--- config.mk ---
export PLATFORM = sky130hd
export DESIGN_NAME = reg_file_sb
export DESIGN_NICKNAME = d
export VERILOG_FILES = /design/src/rtl/reg_file_pkg.sv /design/src/rtl/reg_scoreboard.sv /design/src/rtl/reg_file_sb.sv
export SDC_FILE = /design/constraint.sdc
export NUM_CORES = 1
export LEC_CHECK = 0
export CAP_MARGIN = 20
export CELL_PAD_IN_SITES_DETAIL_PLACEMENT = 0
export CELL_PAD_IN_SITES_GLOBAL_PLACEMENT = 1
export CORE_UTILIZATION = 38
export DETAILED_ROUTE_END_ITERATION = 8
export PLACE_DENSITY_LB_ADDON = 0.1
export SYNTH_ARGS = -nofsm -noshare
export SYNTH_HDL_FRONTEND = slang
export SYNTH_SLANG_ARGS = --single-unit
export TNS_END_PERCENT = 50
--- constraint.sdc ---
create_clock -name clk -period 1.94 [get_ports clk]
set_clock_uncertainty 0.05 [all_clocks]
set_input_delay 0.291 -clock clk [delete_from_list [all_inputs] [get_ports clk]]
set_output_delay 0.291 -clock clk [all_outputs]
set_load 0.05 [all_outputs]
--- src/rtl/reg_file_pkg.sv ---
// Shared types and constants for the reg_file_sb register bank and its scoreboard.
package reg_file_pkg;

    localparam int DATA_W_DEF   = 8;
    localparam int ADDR_W_DEF   = 2;
    localparam int NUM_REGS_DEF = 1 << ADDR_W_DEF;

    typedef logic [NUM_REGS_DEF-1:0] busy_vec_t;

    // Error causes; any nonzero cause sets the sticky err flag.
    localparam logic [1:0] ERR_ISSUE_BUSY = 2'b01;
    localparam logic [1:0] ERR_WB_IDLE    = 2'b10;

endpackage

--- src/rtl/reg_scoreboard.sv ---
// Busy-bit scoreboard: tracks in-flight destinations, issue acceptance, busy count and sticky error.
module reg_scoreboard
    import reg_file_pkg::*;
#(
    parameter int ADDR_W = ADDR_W_DEF
) (
    input  logic                      clk,
    input  logic                      reset,
    input  logic                      i_wr_en,
    input  logic [ADDR_W-1:0]         i_wr_addr,
    input  logic                      i_iss_en,
    input  logic [ADDR_W-1:0]         i_iss_addr,
    output logic [(2**ADDR_W)-1:0]    o_busy,
    output logic                      o_iss_ready,
    output logic [ADDR_W:0]           o_busy_cnt,
    output logic                      o_err
);

    localparam int NUM_REGS = 2**ADDR_W;
    localparam logic [ADDR_W:0] CNT_ONE = 1;

    logic [NUM_REGS-1:0] r_busy;
    logic [ADDR_W:0]     r_busy_cnt;
    logic                r_err;

    logic                w_iss_ready;
    logic                w_iss_acc;
    logic                w_clr_set;
    logic [1:0]          w_err_cause;
    logic [NUM_REGS-1:0] w_busy_nxt;

    always_comb begin
        w_iss_ready = !r_busy[i_iss_addr] || (i_wr_en && (i_wr_addr == i_iss_addr));
        w_iss_acc   = i_iss_en && w_iss_ready;
        w_clr_set   = i_wr_en && r_busy[i_wr_addr];
        w_err_cause = ((i_iss_en && !w_iss_ready)       ? ERR_ISSUE_BUSY : 2'b00)
                    | ((i_wr_en  && !r_busy[i_wr_addr]) ? ERR_WB_IDLE    : 2'b00);
        // Clear first so a same-register issue overrides the writeback clear.
        w_busy_nxt = r_busy;
        if (i_wr_en) w_busy_nxt[i_wr_addr] = 1'b0;
        if (w_iss_acc) w_busy_nxt[i_iss_addr] = 1'b1;
    end

    always_ff @(posedge clk or posedge reset) begin
        if (reset) begin
            r_busy     <= '0;
            r_busy_cnt <= '0;
            r_err      <= 1'b0;
        end else begin
            r_busy <= w_busy_nxt;
            if (w_err_cause != 2'b00) r_err <= 1'b1;
            case ({w_iss_acc, w_clr_set})
                2'b10:   r_busy_cnt <= r_busy_cnt + CNT_ONE;
                2'b01:   r_busy_cnt <= r_busy_cnt - CNT_ONE;
                default: r_busy_cnt <= r_busy_cnt;
            endcase
        end
    end

    assign o_busy      = r_busy;
    assign o_iss_ready = w_iss_ready;
    assign o_busy_cnt  = r_busy_cnt;
    assign o_err       = r_err;

endmodule

--- src/rtl/reg_file_sb.sv ---
// Register bank with two combinational read ports, one write port and a busy scoreboard.
// Define REG_FILE_BYPASS_EN to forward same-cycle writeback data onto matching read ports.
module reg_file_sb
    import reg_file_pkg::*;
#(
    parameter int DATA_W = DATA_W_DEF,
    parameter int ADDR_W = ADDR_W_DEF
) (
    input  logic              clk,
    input  logic              reset,
    input  logic [ADDR_W-1:0] i_rd_addr1,
    input  logic [ADDR_W-1:0] i_rd_addr2,
    output logic [DATA_W-1:0] o_rd_data1,
    output logic [DATA_W-1:0] o_rd_data2,
    output logic              o_rd_busy1,
    output logic              o_rd_busy2,
    input  logic              i_wr_en,
    input  logic [ADDR_W-1:0] i_wr_addr,
    input  logic [DATA_W-1:0] i_wr_data,
    input  logic              i_iss_en,
    input  logic [ADDR_W-1:0] i_iss_addr,
    output logic              o_iss_ready,
    output logic [ADDR_W:0]   o_busy_cnt,
    output logic              o_err
);

    localparam int NUM_REGS = 2**ADDR_W;

    logic [DATA_W-1:0]   r_regs [NUM_REGS];
    logic [NUM_REGS-1:0] w_busy;
    logic                w_byp1;
    logic                w_byp2;

    always_ff @(posedge clk or posedge reset) begin
        if (reset) begin
            for (int i = 0; i < NUM_REGS; i++) r_regs[i] <= '0;
        end else if (i_wr_en) begin
            r_regs[i_wr_addr] <= i_wr_data;
        end
    end

    reg_scoreboard #(.ADDR_W(ADDR_W)) u_scoreboard (
        .clk         (clk),
        .reset       (reset),
        .i_wr_en     (i_wr_en),
        .i_wr_addr   (i_wr_addr),
        .i_iss_en    (i_iss_en),
        .i_iss_addr  (i_iss_addr),
        .o_busy      (w_busy),
        .o_iss_ready (o_iss_ready),
        .o_busy_cnt  (o_busy_cnt),
        .o_err       (o_err)
    );

`ifdef REG_FILE_BYPASS_EN
    assign w_byp1 = i_wr_en && (i_wr_addr == i_rd_addr1);
    assign w_byp2 = i_wr_en && (i_wr_addr == i_rd_addr2);
`else
    assign w_byp1 = 1'b0;
    assign w_byp2 = 1'b0;
`endif

    // A forwarded read sees the writeback data and treats the register as settled.
    always_comb begin
        o_rd_data1 = w_byp1 ? i_wr_data : r_regs[i_rd_addr1];
        o_rd_data2 = w_byp2 ? i_wr_data : r_regs[i_rd_addr2];
        o_rd_busy1 = w_byp1 ? 1'b0 : w_busy[i_rd_addr1];
        o_rd_busy2 = w_byp2 ? 1'b0 : w_busy[i_rd_addr2];
    end

endmodule

==> results.py, run 1 <==
metrics = {
    "final_layout": {
        "fillers": 457,
        "final_area_um2": 2980,
        "multiInputGateArea_um2": 1060,
        "final-instance-count-excl-fill": 278,
        "n_antenna_cell": 0,
        "nets": 229,
        "area_delta_synth_final_pct": 41.0,
        "seqCellArea_um2": 1000,
        "drive_above_1_share_pct": 57.2,
    },
    "logic_synthesis": {
        "avgSynthCellArea_um2": 15.7,
        "synth_cell_types": 23,
        "synth_area_leaders": "dfrtp_1 47%, mux4_2 21%, mux2_2 17%",
        "async_flop_share_pct": 100,
        "synthTopCellsByCount": "40 x dfrtp_1, 32 x mux2_2, 20 x mux4_2",
        "yosysMostFrequentCell": "dfrtp_1",
        "synth_top_area_cell": "dfrtp_1",
        "netlist_area_um2": 2110,
        "synthesis.nets": 156,
        "synth_warnings": 0,
        "synth_edf_count": 0,
        "synth_cells": 134,
        "yosysTopAreaCellShare_pct": 47.4,
        "yosys_most_used_dff": "dfrtp_1",
        "ys_seq_elements": 40,
        "synth.yosys.seq_area_share_pct": 47.4,
    },
    "drt": {
        "drt_wl_total_mm": 4.99,
        "drc_errors": 0,
        "wl_met3_um": 208,
        "vias": 1441,
        "met2_length_mm": 2.48,
        "via_per_inst": 5.18,
        "ant_nets": 0,
        "top_layer": "met4",
        "routedWlPerCell_um": 17.9,
        "wl_met1_mm": 2.22,
        "drt-pass1-iter-count": 4,
        "drt_iter0_markers": 46,
    },
    "status": {
        "status": "complete, but fails checks",
        "failed_checks": "setup timing",
    },
    "cts": {
        "ctsRootBufferMaster": "clkbuf_8",
        "clkTransAtPathRegs_ns": 0.08,
        "cts_hold_buf": 0,
        "cts_sinks": 40,
        "clock_path_buffers": 2,
        "cts_tree": "done",
        "cts_buffers": 5,
        "clk_latency_ns": 0.29,
        "h-tree-depth": 2,
    },
    "power_and_ir_drop": {
        "power_density_nw_per_um2": 1070,
        "ir_drop_uv": 593,
        "p_total_mw": 3.18,
        "p_leak_nw": 1.31,
    },
    "global_route": {
        "grt_usage_pct": 19.2,
        "grt.overflow.total": 0,
        "grt_max_degree": 41,
        "antenna_found_initial": 0,
        "grt_pass1_wl_mm": 8.35,
        "grt_pass1_vias": 1579,
    },
    "timing": {
        "period_share_pct": 105,
        "fin_crit_ns": 2.03,
        "setup_viol_count_final": 3,
        "clock.fmax_mhz": 493,
        "rsz0062_at_grt": "true",
        "max_slew.worst_pin.slew_ns": 0.532,
        "setup_slack_ns": -0.0891,
        "final-hold-violation-count": 0,
        "drv_slew": 0,
        "slew_headroom_pct": 64.5,
    },
    "floorplanning": {
        "die_w_um": 76.5,
        "start_util_pct": 40.3,
        "die_h_um": 76.5,
        "pin_count": 43,
        "rows": 26,
        "die-area_um2": 5850,
        "coreArea_um2": 5240,
    },
    "place": {
        "placed_cell_area_um2": 2800,
        "hpwl_mm": 3.63,
        "io_buffers": 42,
        "gp_congestion": 0.757,
        "dpl.cell_count": 267,
    },
    "worst_setup_path": {
        "worstPathArrival_ns": 2.16,
        "crit_chain": "mux4_2, o31ai_4, nand2_1, ha_2, inv_2, fa_2, xor2_1, nor2_1, xor2_1",
        "critPathBufInv": 1,
        "ff2ff_setup_slack_ns": -0.09,
        "crit_type": "register to register",
        "critPathMostFrequentCell": "xor2_1",
        "required_ns": 2.07,
        "critPathMaxStageDelay_ns": 0.51,
        "path_delay_family": "multiplexers",
        "cp_slowest_cell": "mux4_2",
        "cp_max_fo": 3,
        "cp-start-kind": "register",
        "end_kind": "register",
    },
    "run": {
        "maxCapViolCount": 0,
    },
    "hold_path": {
        "hp-class": "primary input to asynchronous set/reset pin",
    },
}
## report_power, final
| part | total, mW | leakage (nW) | switching, mW | internal [mW] |
|---|---|---|---|---|
| clock | 0.575 | 0.0510 | 0.292 | 0.284 |
| combinational | 1.46 | 0.789 | 0.791 | 0.666 |
| sequential | 1.15 | 0.471 | 0.133 | 1.02 |
| total | 3.18 | 1.31 | 1.22 | 1.97 |
## layout make-up
class / count / area share, %
Tap cell: 70 / 2.94
Clock inverter: 2 / 0.336
Sequential cell: 40 / 33.6
Timing Repair Buffer: 73 / 23.5
Multi-Input combinational cell: 79 / 35.7
Clock buffer: 6 / 2.78
Inverter: 8 / 1.01
## per-stage QoR
| stage | utilization, % | TNS [ns] | hold WS, ns | setup WS, ns |
|---|---|---|---|---|
| after floorplan | - | -0.635 | 0.392 | -0.328 |
| after global placement | 53.5 | -2.55 | 0.413 | -0.502 |
| after detailed placement | 53.5 | -2.70 | 0.417 | -0.552 |
| after CTS | 56.7 | -0.224 | 0.399 | -0.105 |
| after global routing | 56.8 | -0.462 | 0.462 | -0.191 |
| final | 56.8 | -0.185 | 0.375 | -0.0891 |
## final timing paths
check                                        from  depth (start not counted)                          to
min                                         reset                          3  u_scoreboard.o_busy_cnt[1]
max in group asynchronous                   reset                          3                   r_regs[3]
min in group clk               u_scoreboard.o_err                          2          u_scoreboard.o_err
max                        u_scoreboard.o_busy[3]                          9  u_scoreboard.o_busy_cnt[2]
max reg2reg                u_scoreboard.o_busy[3]                          9  u_scoreboard.o_busy_cnt[2]
min reg2reg                    u_scoreboard.o_err                          2          u_scoreboard.o_err
## cells by family (layout without fill, tap and decap cells)
logic type                 after synthesis  after routing  share of synthesized area (%)
adders and majority gates                2              2                           1.54
DFF                                     40             40                           47.4
xor gates and xnor gates                 5              5                           2.08
AOI/OAI and AO/OA                        7              7                           3.44
muxes                                   52             52                           38.4
buffers and inverters                   15             89                           3.08
and+or+nand+nor                         13             13                           3.97
## worst register-to-register path: cells and delay by family (launching register included)
kind | cells | cell delay, ns
flops | 1 | 0.42
fa+ha+maj | 2 | 0.37
compound gates | 1 | 0.08
simple gates | 2 | 0.15
xor+xnor | 2 | 0.27
buf+inv | 1 | 0.05
mux | 1 | 0.51
## state kept, by name (all words and copies together), names as in the netlist
register and cells:
r_regs 32, u_scoreboard.o_busy 4, u_scoreboard.o_busy_cnt 3, u_scoreboard.o_err 1
## cells in the final DEF, fill, tap and decap left out, drive strengths merged, types with 3 or more instances in the layout
cell | netlist | final
nor2 | 3 | 3
mux2 | 32 | 32
clkbuf | 1 | 6
clkdlybuf4s50 | 0 | 15
nand2 | 3 | 3
inv | 8 | 8
dlygate4sd2 | 0 | 4
dfrtp | 40 | 40
xor2 | 4 | 4
mux4 | 20 | 20
buf | 6 | 48
## metal layers
layer	up-vias	track usage (%)
met4	0	6.35
met1	748	25.1
met5	-	0
met2	31	31.3
li1	655	-
met3	7	4.67
## timing repair
item	in CTS	in global routing
gates cloned	2	0
setup endpoints to repair	19	15
buffers inserted	1	0
gates resized for setup	9	4
pin swaps	5	3
No activity file was read; power rests on OpenSTA's default activity.
==> inputs of run 2 (changes only) <==
--- a/config.mk
+++ b/config.mk
@@ -10,6 +10,7 @@
 export CELL_PAD_IN_SITES_GLOBAL_PLACEMENT = 1
 export CORE_UTILIZATION = 38
 export DETAILED_ROUTE_END_ITERATION = 8
+export MAX_ROUTING_LAYER = met4
 export PLACE_DENSITY_LB_ADDON = 0.1
 export SYNTH_ARGS = -nofsm -noshare
 export SYNTH_HDL_FRONTEND = slang
==> results.py, run 2 (same netlist as run 1, synthesis figures left out) <==
metrics = {
    "worst_setup_path": {
        "end_kind": "register",
        "cp-start-kind": "register",
        "required_ns": 2.07,
        "worstPathArrival_ns": 2.15,
        "r2r-start": "u_scoreboard.o_busy[3]",
        "worstRegToRegCells": 9,
        "crit_type": "register to register",
        "timing.rr.end": "u_scoreboard.o_busy_cnt[2]",
        "ff2ff_setup_slack_ns": -0.08,
        "cp_max_fo": 3,
    },
    "run": {
        "maxCapViolCount": 0,
    },
    "cts": {
        "clk_latency_ns": 0.29,
        "clkTransAtPathRegs_ns": 0.08,
        "cts_tree": "done",
        "cts_buffers": 5,
        "clock_path_buffers": 2,
        "ctsRootBufferMaster": "clkbuf_8",
        "h-tree-depth": 2,
        "cts_sinks": 40,
    },
    "final_layout": {
        "seqCellArea_um2": 1000,
        "regMostFlops": "r_regs",
        "nets": 229,
        "mostFrequentLayoutCells": "43 x buf_4, 40 x dfrtp_1, 32 x mux2_2",
        "final_common_cell": "buf_4",
        "largest_reg_flops": 32,
        "n_antenna_cell": 0,
        "multiInputGateArea_um2": 1060,
        "fillers": 457,
        "final-instance-count-excl-fill": 278,
        "drive_above_1_share_pct": 57.2,
        "area_delta_synth_final_pct": 41.0,
    },
    "drt": {
        "vias": 1442,
        "routedWlPerCell_um": 17.9,
        "drc_errors": 0,
        "ant_nets": 0,
        "via_per_inst": 5.19,
        "drt-pass1-iter-count": 4,
        "drt_iter0_markers": 46,
        "drt_wl_total_mm": 4.98,
    },
    "floorplanning": {
        "die-area_um2": 5850,
        "pin_count": 43,
        "start_util_pct": 40.3,
        "rows": 26,
        "die_h_um": 76.5,
        "coreArea_um2": 5240,
        "die_w_um": 76.5,
    },
    "place": {
        "gp_congestion": 0.767,
        "io_buffers": 42,
        "hpwl_mm": 3.63,
        "dpl.cell_count": 267,
        "pre_cts_slack_ns": -0.552,
    },
    "timing": {
        "rsz0062_at_grt": "true",
        "setup_slack_ns": -0.0844,
        "clock.fmax_mhz": 494,
        "finalSetupTns_ns": -0.173,
        "drv_slew": 0,
        "final-hold-violation-count": 0,
        "whs_ns": 0.374,
        "period_share_pct": 104,
        "slew_headroom_pct": 64.5,
        "setup_viol_count_final": 3,
        "fin_crit_ns": 2.02,
        "max_slew.worst_pin.slew_ns": 0.532,
    },
    "power_and_ir_drop": {
        "ir_drop_uv": 593,
        "p_leak_nw": 1.31,
        "power_density_nw_per_um2": 1070,
    },
    "global_route": {
        "grt_usage_pct": 19.8,
        "grt.overflow.total": 0,
        "antenna_found_initial": 0,
        "grt_pass1_vias": 1576,
        "grt_pass1_wl_mm": 8.36,
        "grt_max_degree": 41,
    },
    "status": {
        "failed_checks": "setup timing",
        "status": "complete, but fails checks",
    },
    "hold_path": {
        "hp-class": "primary input to asynchronous set/reset pin",
    },
}
-- run 2: cell counts in the layout (fill, tap and decap cells not counted) --
No cell type changed its count.
-- run 2: area by class of cell --
cell class / instances / area share (%)
inverters: 8 / 1.01
clock inverters: 2 / 0.336
well taps: 70 / 2.94
multi-input cells: 79 / 35.7
repair buffers: 73 / 23.5
clock buffers: 6 / 2.78
flip-flops and latches: 40 / 33.6
-- run 2: per-layer routing --
| metal | up-vias | global-route usage, % | routed length (um) |
|---|---|---|---|
| li1 | 655 | - | - |
| met1 | 749 | 25.6 | 2230 |
| met2 | 31 | 31.3 | 2500 |
| met3 | 7 | 4.07 | 174 |
| met4 | 0 | 6.35 | 76 |
| met5 | - | - | 0 |
-- run 2: worst max path at each step --
stage | start | endpoint | slack, ns | cells after the start
global route | u_scoreboard.o_busy[3] | u_scoreboard.o_busy_cnt[2] | -0.19 | 9
finish | u_scoreboard.o_busy[3] | u_scoreboard.o_busy_cnt[2] | -0.08 | 9
CTS | u_scoreboard.o_busy[3] | u_scoreboard.o_busy_cnt[2] | -0.11 | 9
detailed placement | i_iss_addr[1] | u_scoreboard.o_busy_cnt[1] | -0.55 | 8
global placement | i_iss_addr[1] | u_scoreboard.o_busy_cnt[2] | -0.50 | 10
floorplan | i_wr_addr[1] | u_scoreboard.o_busy_cnt[2] | -0.33 | 10
-- run 2: worst max-delay path, stage by stage (launching register included) --
cell and delay, ns:
dfrtp_1 0.41, mux4_2 0.51, o31ai_4 0.08, nand2_1 0.09
ha_2 0.19, inv_2 0.05, fa_2 0.18, xor2_1 0.14
nor2_1 0.06, xor2_1 0.13
-- run 2: through the flow --
stage | utilization (%) | cell area (um^2) | total power, mW
floorplan | - | 2140 | 2.11
global placement | 53.5 | 2800 | 2.55
detailed placement | 53.5 | 2800 | 2.60
CTS | 56.7 | 2970 | 3.22
global route | 56.8 | 2980 | 3.34
finish | 56.8 | 2980 | 3.18
-- run 2: power by group --
group          internal, mW  total, mW  switching (mW)
Combinational         0.666       1.46           0.791
Sequential             1.02       1.15           0.133
Clock                 0.284      0.576           0.292
Total                  1.97       3.18            1.22
-- run 2: what timing repair did --
item,4_1_cts,5_1_grt
endpoints found under the setup margin,19,15
buffers inserted,1,0
pin swaps,5,3
gates resized for setup,9,4
gates cloned,2,0
hold buffers,0,0
